**config.mk**
```make
export PLATFORM = sky130hd
export DESIGN_NAME = alu_exec_unit
export DESIGN_NICKNAME = d
export VERILOG_FILES = /design/src/rtl/alu_exec_unit.sv
export SDC_FILE = /design/constraint.sdc
export NUM_CORES = 1
export LEC_CHECK = 0
export ABC_CLOCK_PERIOD_IN_PS = 5400
export CORE_AREA = 2 2 187 189
export DETAILED_ROUTE_END_ITERATION = 7
export DIE_AREA = 0 0 189 191
export PLACE_DENSITY = 0.7
export SYNTH_ARGS = -nofsm -noshare
export SYNTH_HDL_FRONTEND = slang
export SYNTH_SLANG_ARGS = --single-unit
```
**constraint.sdc**
```tcl
create_clock -name clk -period 5.4 [get_ports clk]
set_input_delay 1.35 -clock clk [delete_from_list [all_inputs] [get_ports clk]]
set_output_delay 1.35 -clock clk [all_outputs]
set_load 0.01 [all_outputs]
```
**src/rtl/alu_exec_unit.sv**
```systemverilog
`default_nettype none
// +--------------------------------------------------------------------------+
// | alu_exec_unit: multi-cycle ALU with valid/ready in/out and iterative     |
// | shifts. Optional macro ALU_EXEC_BARREL_SHIFT_EN selects a barrel shifter.|
// | Revision: 1.0                                                            |
// +--------------------------------------------------------------------------+
module alu_exec_unit #(
  parameter int WIDTH   = 32,
  parameter int SHAMT_W = $clog2(WIDTH)
) (
  input  logic             clk,
  input  logic             reset,
  input  logic             in_valid,
  output logic             in_ready,
  input  logic [2:0]       ALUControl,
  input  logic [WIDTH-1:0] SrcA,
  input  logic [WIDTH-1:0] SrcB,
  output logic             out_valid,
  input  logic             out_ready,
  output logic [WIDTH-1:0] ALUResult,
  output logic             Zero,
  output logic             busy
);

  localparam logic [2:0] OP_ADD = 3'b000;
  localparam logic [2:0] OP_SUB = 3'b001;
  localparam logic [2:0] OP_AND = 3'b010;
  localparam logic [2:0] OP_OR  = 3'b011;
  localparam logic [2:0] OP_SLL = 3'b100;
  localparam logic [2:0] OP_SLT = 3'b101;
  localparam logic [2:0] OP_SRL = 3'b110;
  localparam logic [2:0] OP_SRA = 3'b111;

  typedef enum logic [1:0] {
    IDLE  = 2'd0,
    SHIFT = 2'd1,
    DONE  = 2'd2
  } state_t;

  state_t             state;
  state_t             state_next;
  logic [SHAMT_W-1:0] shamt;
  logic [WIDTH-1:0]   comb_result;
  logic [WIDTH-1:0]   load_val;
  logic               load;

  assign shamt = SrcB[SHAMT_W-1:0];

  // Single-cycle result for every opcode; shifts here are full barrel shifts,
  // used directly in the barrel build and for shamt=0 in the iterative build.
  always_comb begin
    comb_result = '0;
    case (ALUControl)
      OP_ADD: comb_result = SrcA + SrcB;
      OP_SUB: comb_result = SrcA - SrcB;
      OP_AND: comb_result = SrcA & SrcB;
      OP_OR:  comb_result = SrcA | SrcB;
      OP_SLL: comb_result = SrcA << shamt;
      OP_SLT: comb_result = {{(WIDTH-1){1'b0}}, ($signed(SrcA) < $signed(SrcB))};
      OP_SRL: comb_result = SrcA >> shamt;
      OP_SRA: comb_result = $unsigned($signed(SrcA) >>> shamt);
      default: comb_result = '0;
    endcase
  end

`ifndef ALU_EXEC_BARREL_SHIFT_EN
  logic [2:0]         op_q;
  logic [WIDTH-1:0]   work_q;
  logic [SHAMT_W-1:0] count_q;
  logic [WIDTH-1:0]   step;
  logic               is_shift;
  logic               start_shift;

  assign is_shift = (ALUControl == OP_SLL) || (ALUControl == OP_SRL) ||
                    (ALUControl == OP_SRA);

  always_comb begin
    step = work_q >> 1;
    case (op_q)
      OP_SLL:  step = work_q << 1;
      OP_SRA:  step = {work_q[WIDTH-1], work_q[WIDTH-1:1]};
      default: step = work_q >> 1;
    endcase
  end
`endif

  always_ff @(posedge clk or posedge reset) begin
    if (reset) begin
      state <= IDLE;
    end else begin
      state <= state_next;
    end
  end

  always_comb begin
    state_next = state;
    load       = 1'b0;
    load_val   = comb_result;
    in_ready   = 1'b0;
    out_valid  = 1'b0;
    busy       = 1'b1;
`ifndef ALU_EXEC_BARREL_SHIFT_EN
    start_shift = 1'b0;
`endif
    case (state)
      IDLE: begin
        in_ready = 1'b1;
        busy     = 1'b0;
        if (in_valid) begin
`ifndef ALU_EXEC_BARREL_SHIFT_EN
          if (is_shift && (shamt != '0)) begin
            start_shift = 1'b1;
            state_next  = SHIFT;
          end else begin
            load       = 1'b1;
            state_next = DONE;
          end
`else
          load       = 1'b1;
          state_next = DONE;
`endif
        end
      end
`ifndef ALU_EXEC_BARREL_SHIFT_EN
      SHIFT: begin
        // The last step is the one that takes the count from 1 to 0.
        if (count_q == {{(SHAMT_W-1){1'b0}}, 1'b1}) begin
          load       = 1'b1;
          load_val   = step;
          state_next = DONE;
        end
      end
`endif
      DONE: begin
        out_valid = 1'b1;
        if (out_ready) begin
          state_next = IDLE;
        end
      end
      default: begin
        state_next = IDLE;
        busy       = 1'b0;
      end
    endcase
  end

  always_ff @(posedge clk or posedge reset) begin
    if (reset) begin
      ALUResult <= '0;
      Zero      <= 1'b1;
    end else if (load) begin
      ALUResult <= load_val;
      Zero      <= (load_val == '0);
    end
  end

`ifndef ALU_EXEC_BARREL_SHIFT_EN
  always_ff @(posedge clk or posedge reset) begin
    if (reset) begin
      op_q    <= OP_ADD;
      work_q  <= '0;
      count_q <= '0;
    end else if (start_shift) begin
      op_q    <= ALUControl;
      work_q  <= SrcA;
      count_q <= shamt;
    end else if (state == SHIFT) begin
      work_q  <= step;
      count_q <= count_q - 1'b1;
    end
  end
`endif

endmodule
`default_nettype wire

```
==> metrics.txt, run 1 <==
post-CTS resize count 0; CTS tree built; Max Fanout on Critical Path 10; max_slew headroom between 20% and 30%; crit share post-route a little over nine tenths; status finished, final reports clean; ys async rst share 100.0%; CTS sink count 75; post-synthesis sequential area ratio between 10 and 15%; first-pass GRT wire length around 110000 um; post-route DRC violation count 0; pin count of the biggest net entering global routing 57; GRT Util Overall 40.53%; Worst EP required 5.69 ns; DIE WIDTH ~190 um; RR Startpoint state[1]; number of max-cap violations 0; PD cells about 250 mW/mm^2; Synth Flop Type dfrtp_1; routed len/inst 28.83 um; power after layout roughly 4400 uW; total CTS buffers 9; IO buf count 106; Skew-Pair Late Insertion Delay 0.36 ns; final hold vios 0; Hold Startpoint ALUResult[12]; layout cells sized above 1 approximately a fifth; Synth top area share 13.44%; placed cell count 2568; Synth Register Bits 75; Synth area leader dfrtp_1; Post-Synthesis Cells 1858; warnings from Yosys 0; Die Y approximately 190 um; CORE AREA 0.03412 sq mm; Initial Util 40.38%; CTS H-tree depth 3; Congestion Overflow GR 0; Hold-fix buffers, CTS 0; Slew Viols, Final 0; worst clock skew roughly 0.013 ns; number of synthesized flops with an enable pin 0; Placement Rows slightly below 70; DR pass1 iterations 6; synth unique cells 98; setup slack, reg-to-reg about 1.2 ns; Peak Freq approximately 190 MHz; Syn Nets a little over 2000; CP Data Arrival Time 5.56 ns; Antenna Nets Post-Route 0; Worst setup SP type primary input; Clock Pin Slew Worst Setup and Hold Paths 0.07 ns; vias post-DR 17000; kind of critical path primary input to flip-flop; Post-Route WL 74530 um; Lkg Pwr 0.007447 uW; post-DR vias/cell around 6.6; Period minus WS final 5.274 ns; Critical Path Source SrcA[10]; Final setup viols 0; 1st-iter DRT viols approximately 2500; fin nets around 2300; RSZ-0062 raised after global routing false; Die ar. between 0.03 and 0.04 sq mm; CP endpoint kind flip-flop; synth top area cells dfrtp_1 13%, ha_1 9.3%, mux2i_1 6.9%, mux4_2 5.9%, a21oi_1 5.3%; GP Congestion between 1 and 1.5; vias in the first global route 15910; Root Buffer clkbuf_16; Slew @ Worst Pin 1.196 ns; final non-filler cell total 2585; dpl hpwl 59130 um; I/O pin count roughly 110; mean post-synth cell area roughly 7.4 sq um; Max Root-Sink Buffers 2; design area 0.01747 sq mm; post-CTS setup buffer count 0; Area Growth Syn to Fin 26.78%; Peak VDD IR about 0.26 mV; Synth Cell Area 0.01378 sq mm; placed cell areas ~0.017 sq mm; Worst Hold Class flip-flop to flip-flop; fin util about half; antenna violations before repair 1
-- worst max-delay path, stage by stage --
cell and delay [ns]:
clkdlybuf4s50_1 0.50, buf_4 0.24, ha_1 0.24, or3b_2 0.47
a311o_1 0.38, and3_1 0.18, o21ai_1 0.24, nand2_2 0.13
xnor2_1 0.18, a2111oi_2 0.45, buf_4 0.20, o21ai_0 0.06
or4_1 0.42, nor4_1 0.29, a32o_1 0.21
-- flip-flops by register name, indices dropped and copies added, names as in the netlist --
register / cells
op_q: 3
state: 2
ALUResult: 32
work_q: 32
count_q: 5
Zero: 1
-- per-layer routing --
metal  track usage [%]  up-vias  wire length [um]
met5                 0        -                 0
met4             21.51        0              4911
met3             8.500      245              8767
met2             60.69     1258             30860
met1             54.56     8072             29990
li1                  -     7429                 -
-- Yosys cell counts (all sizes together) (43+ instances only) --
cell type,count
clkbuf,88
nand2,192
buf,61
dfrtp,74
nor2,180
a21oi,145
o21ai,132
mux2i,97
ha,102
inv,107
nand3,43
mux2,55
-- power by group --
part	internal, uW	switching, uW
Clock	320	277
Combinational	1200	1570
Sequential	820	208
-- metrics by stage --
step	setup slack [ns]	hold slack [ns]	setup TNS (ns)
floorplan	0.1858	0.5070	0
global placement	-0.2593	0.4640	-0.2593
detailed placement	-0.2817	0.4706	-0.2817
CTS	0.05861	0.4849	0
global route	0.03674	0.5001	0
finish	0.1265	0.4770	0
-- layout make-up --
class	count	area [sq um]
Fill cell	3374	16650
Multi-Input combinational cell	1526	10890
Timing Repair Buffer	404	3438
Sequential cell	75	1878
Tap cell	455	569.3
Inverter	108	405.4
Clock buffer	9	225.2
Clock inverter	7	58.81
Antenna cell	1	2.502
-- cells in the final DEF, fill, tap and decap left out, drive strengths merged, types with 15 or more instances in the layout --
cell	count
a211oi	21
a21oi	145
a221oi	19
a31oi	22
and2	16
buf	303
clkdlybuf4s50	101
dfrtp	74
ha	102
inv	111
mux2	55
mux2i	97
mux4	36
nand2	192
nand2b	22
nand3	43
nand4	22
nor2	180
nor2b	23
nor3	42
nor4	16
o211ai	28
o21ai	132
o22ai	25
or3	15
xnor2	17
-- kinds of logic (layout without fill, tap and decap cells) --
group,Yosys count,count (layout),synth area share [%]
xor+xnor,27,27,1.716
mux,188,188,17.63
compound gates,587,587,28.40
flops,75,75,13.63
buf+inv,257,528,7.801
other cells,0,1,0
fa+ha+maj,104,104,9.553
simple gates,620,620,21.28
-- final timing paths --
check / to / cells past startpoint
min reg2reg: ALUResult[12] / 2
min: ALUResult[12] / 2
min in group asynchronous: ALUResult[22] / 2
max: Zero / 15
max reg2reg: Zero / 15
max in group asynchronous: work_q[6] / 3
(Power assumes the default switching activity.)
==> inputs of run 2 (changes only) <==
- DONT_BUFFER_PORTS: not set -> 1
- PLACE_DENSITY: 0.7 -> 0.66
==> run 2 against run 1 <==
Compared with the run above:
- clock skew is 0.0045 ns higher
- clock power increased by 9.5%
- critical path depth is the same
- utilization shrank 8.8 points
- die area stayed put
- global-route usage down 2.5 points
- flip-flop and latch count did not move
- fmax up 7.3%
- wire length decreased by 6.0%
==> metrics.txt, run 2 (synthesized netlist as in run 1, its figures left out) <==
status finished, final reports clean; GP Congestion about 1.1; Initial Util between 40% and 50%; Die Y about 190 um; Max Fanout on Critical Path 6; most common cell after layout, fill and taps aside nand2_1; Worst setup SP type primary input; Placement Rows a little under 70; antenna violations before repair 4; post-CTS resize count 0; commonest non-fill, non-tap cells in the layout 191 x nand2_1, 179 x nor2_1, 145 x a21oi_1; vias post-DR about 16000; Slew @ Worst Pin ~1.2 ns; total CTS buffers 9; crit share post-route 90.99%; Hold-fix buffers, CTS 0; setup TNS 0 ns; Area Growth Syn to Fin 5.003%; Slew Viols, Final 0; layout cells sized above 1 around 11%; PD cells 262.1 mW/mm^2; CTS sink count 75; worst clock skew between 0.015 and 0.02 ns; biggest regs ALUResult (32), work_q (32), count_q (5); CTS tree built; pin count of the biggest net entering global routing 97; post-DR vias/cell between 7 and 8; fillcell total 3572; Final setup viols 0; Post-Route WL between 70000 and 80000 um; Worst EP required 5.70 ns; Die ar. around 0.036 sq mm; Antenna Nets Post-Route 0; Ant. Diodes 0; DR pass1 iterations 8; power after layout between 3000 and 4000 uW; Skew-Pair Late Insertion Delay 0.37 ns; kind of critical path primary input to flip-flop; final hold vios 0; I/O pin count approximately 110; Peak VDD IR about 0.26 mV; first-pass GRT wire length 101300 um; RSZ-0062 raised after global routing false; dpl hpwl between 50000 and 60000 um; Clock Pin Slew Worst Setup and Hold Paths ~0.07 ns; vias in the first global route about 14000; Worst Hold Class flip-flop to flip-flop; IO buf count 0; number of max-cap violations 0; Lkg Pwr 0.005821 uW; routed len/inst 31.34 um; 1st-iter DRT viols ~2300; GRT Util Overall between 30% and 40%; Congestion Overflow GR 0; Peak Freq about 200 MHz; max_slew headroom around 23%; CTS H-tree depth 3; fin nets slightly below 2000; Root Buffer clkbuf_16; Max Root-Sink Buffers 2; post-CTS setup buffer count 0; Period minus WS final 4.913 ns; CORE AREA 0.03412 sq mm; post-route DRC violation count 0; DIE WIDTH between 150 and 200 um; CP Data Arrival Time 5.21 ns; CP endpoint kind flip-flop
## run 2: cell types whose count changed in the layout (fill, tap and decap cells not counted), sizes merged
cell           delta
bufinv            +1
clkinv            +1
clkdlybuf4s50   -101
clkbuf            +1
inv               -3
buf             -248
diode             -1
## run 2: per-layer routing
| metal | vias up | GRT usage (%) | part of all wire (%) |
|---|---|---|---|
| met5 | - | 0 | 0.060 |
| met4 | 6 | 16.23 | 4.9 |
| met3 | 194 | 11.68 | 13 |
| met2 | 1219 | 55.55 | 41 |
| met1 | 7678 | 51.42 | 40 |
| li1 | 6741 | - | - |
## run 2: layout make-up
cell class / instances / area, sq um / share of cell area [%]
multi-input cells: 1526 / 10890 / 75.25
inverters: 108 / 406.6 / 2.811
repair buffers: 55 / 425.4 / 2.940
clock buffers: 10 / 229.0 / 1.583
flip-flops and latches: 75 / 1878 / 12.98
well taps: 455 / 569.3 / 3.935
clock inverters: 6 / 72.57 / 0.5016
## run 2: worst max-delay path, cell delays in order
cell and delay [ns]:
inv_1 0.09, ha_1 0.19, inv_1 0.05, fa_1 0.40
nand2b_1 0.13, a2111o_1 0.28, a211oi_2 0.15, o21ai_1 0.36
nand2_2 0.13, xnor2_1 0.16, a2111oi_1 0.79, o21ai_0 0.17
or4_1 0.42, nor4_1 0.32, a32o_1 0.21
## run 2: per-stage QoR
stage	cell area (sq um)	worst slack [ns]	instances	hold slack, ns	utilization, %
floorplan	13780	0.1858	1858	0.5070	-
global placement	14170	0.3217	2219	0.5241	41.52
detailed placement	14170	0.2732	2219	0.5358	41.52
CTS	14470	0.6436	2235	0.5501	42.41
global route	14470	0.3287	2235	0.5543	42.41
finish	14470	0.4867	2235	0.5453	42.41
## run 2: power by group
group,switching (uW),internal [uW]
logic,1250,776
clock network,291,364
registers,294,821
total,1830,1960
## run 2: worst paths after layout
check | from | to | slack [ns] | depth (start not counted)
worst max-delay path | SrcA[0] | Zero | 0.49 | 15
worst min-delay path | ALUResult[6] | ALUResult[6] | 0.55 | 2
worst max register to register | count_q[0] | Zero | 1.08 | 12
worst min register to register | ALUResult[6] | ALUResult[6] | 0.55 | 2
max in group asynchronous | reset | ALUResult[7] | 3.44 | 2
min in group asynchronous | reset | ALUResult[29] | 0.94 | 1
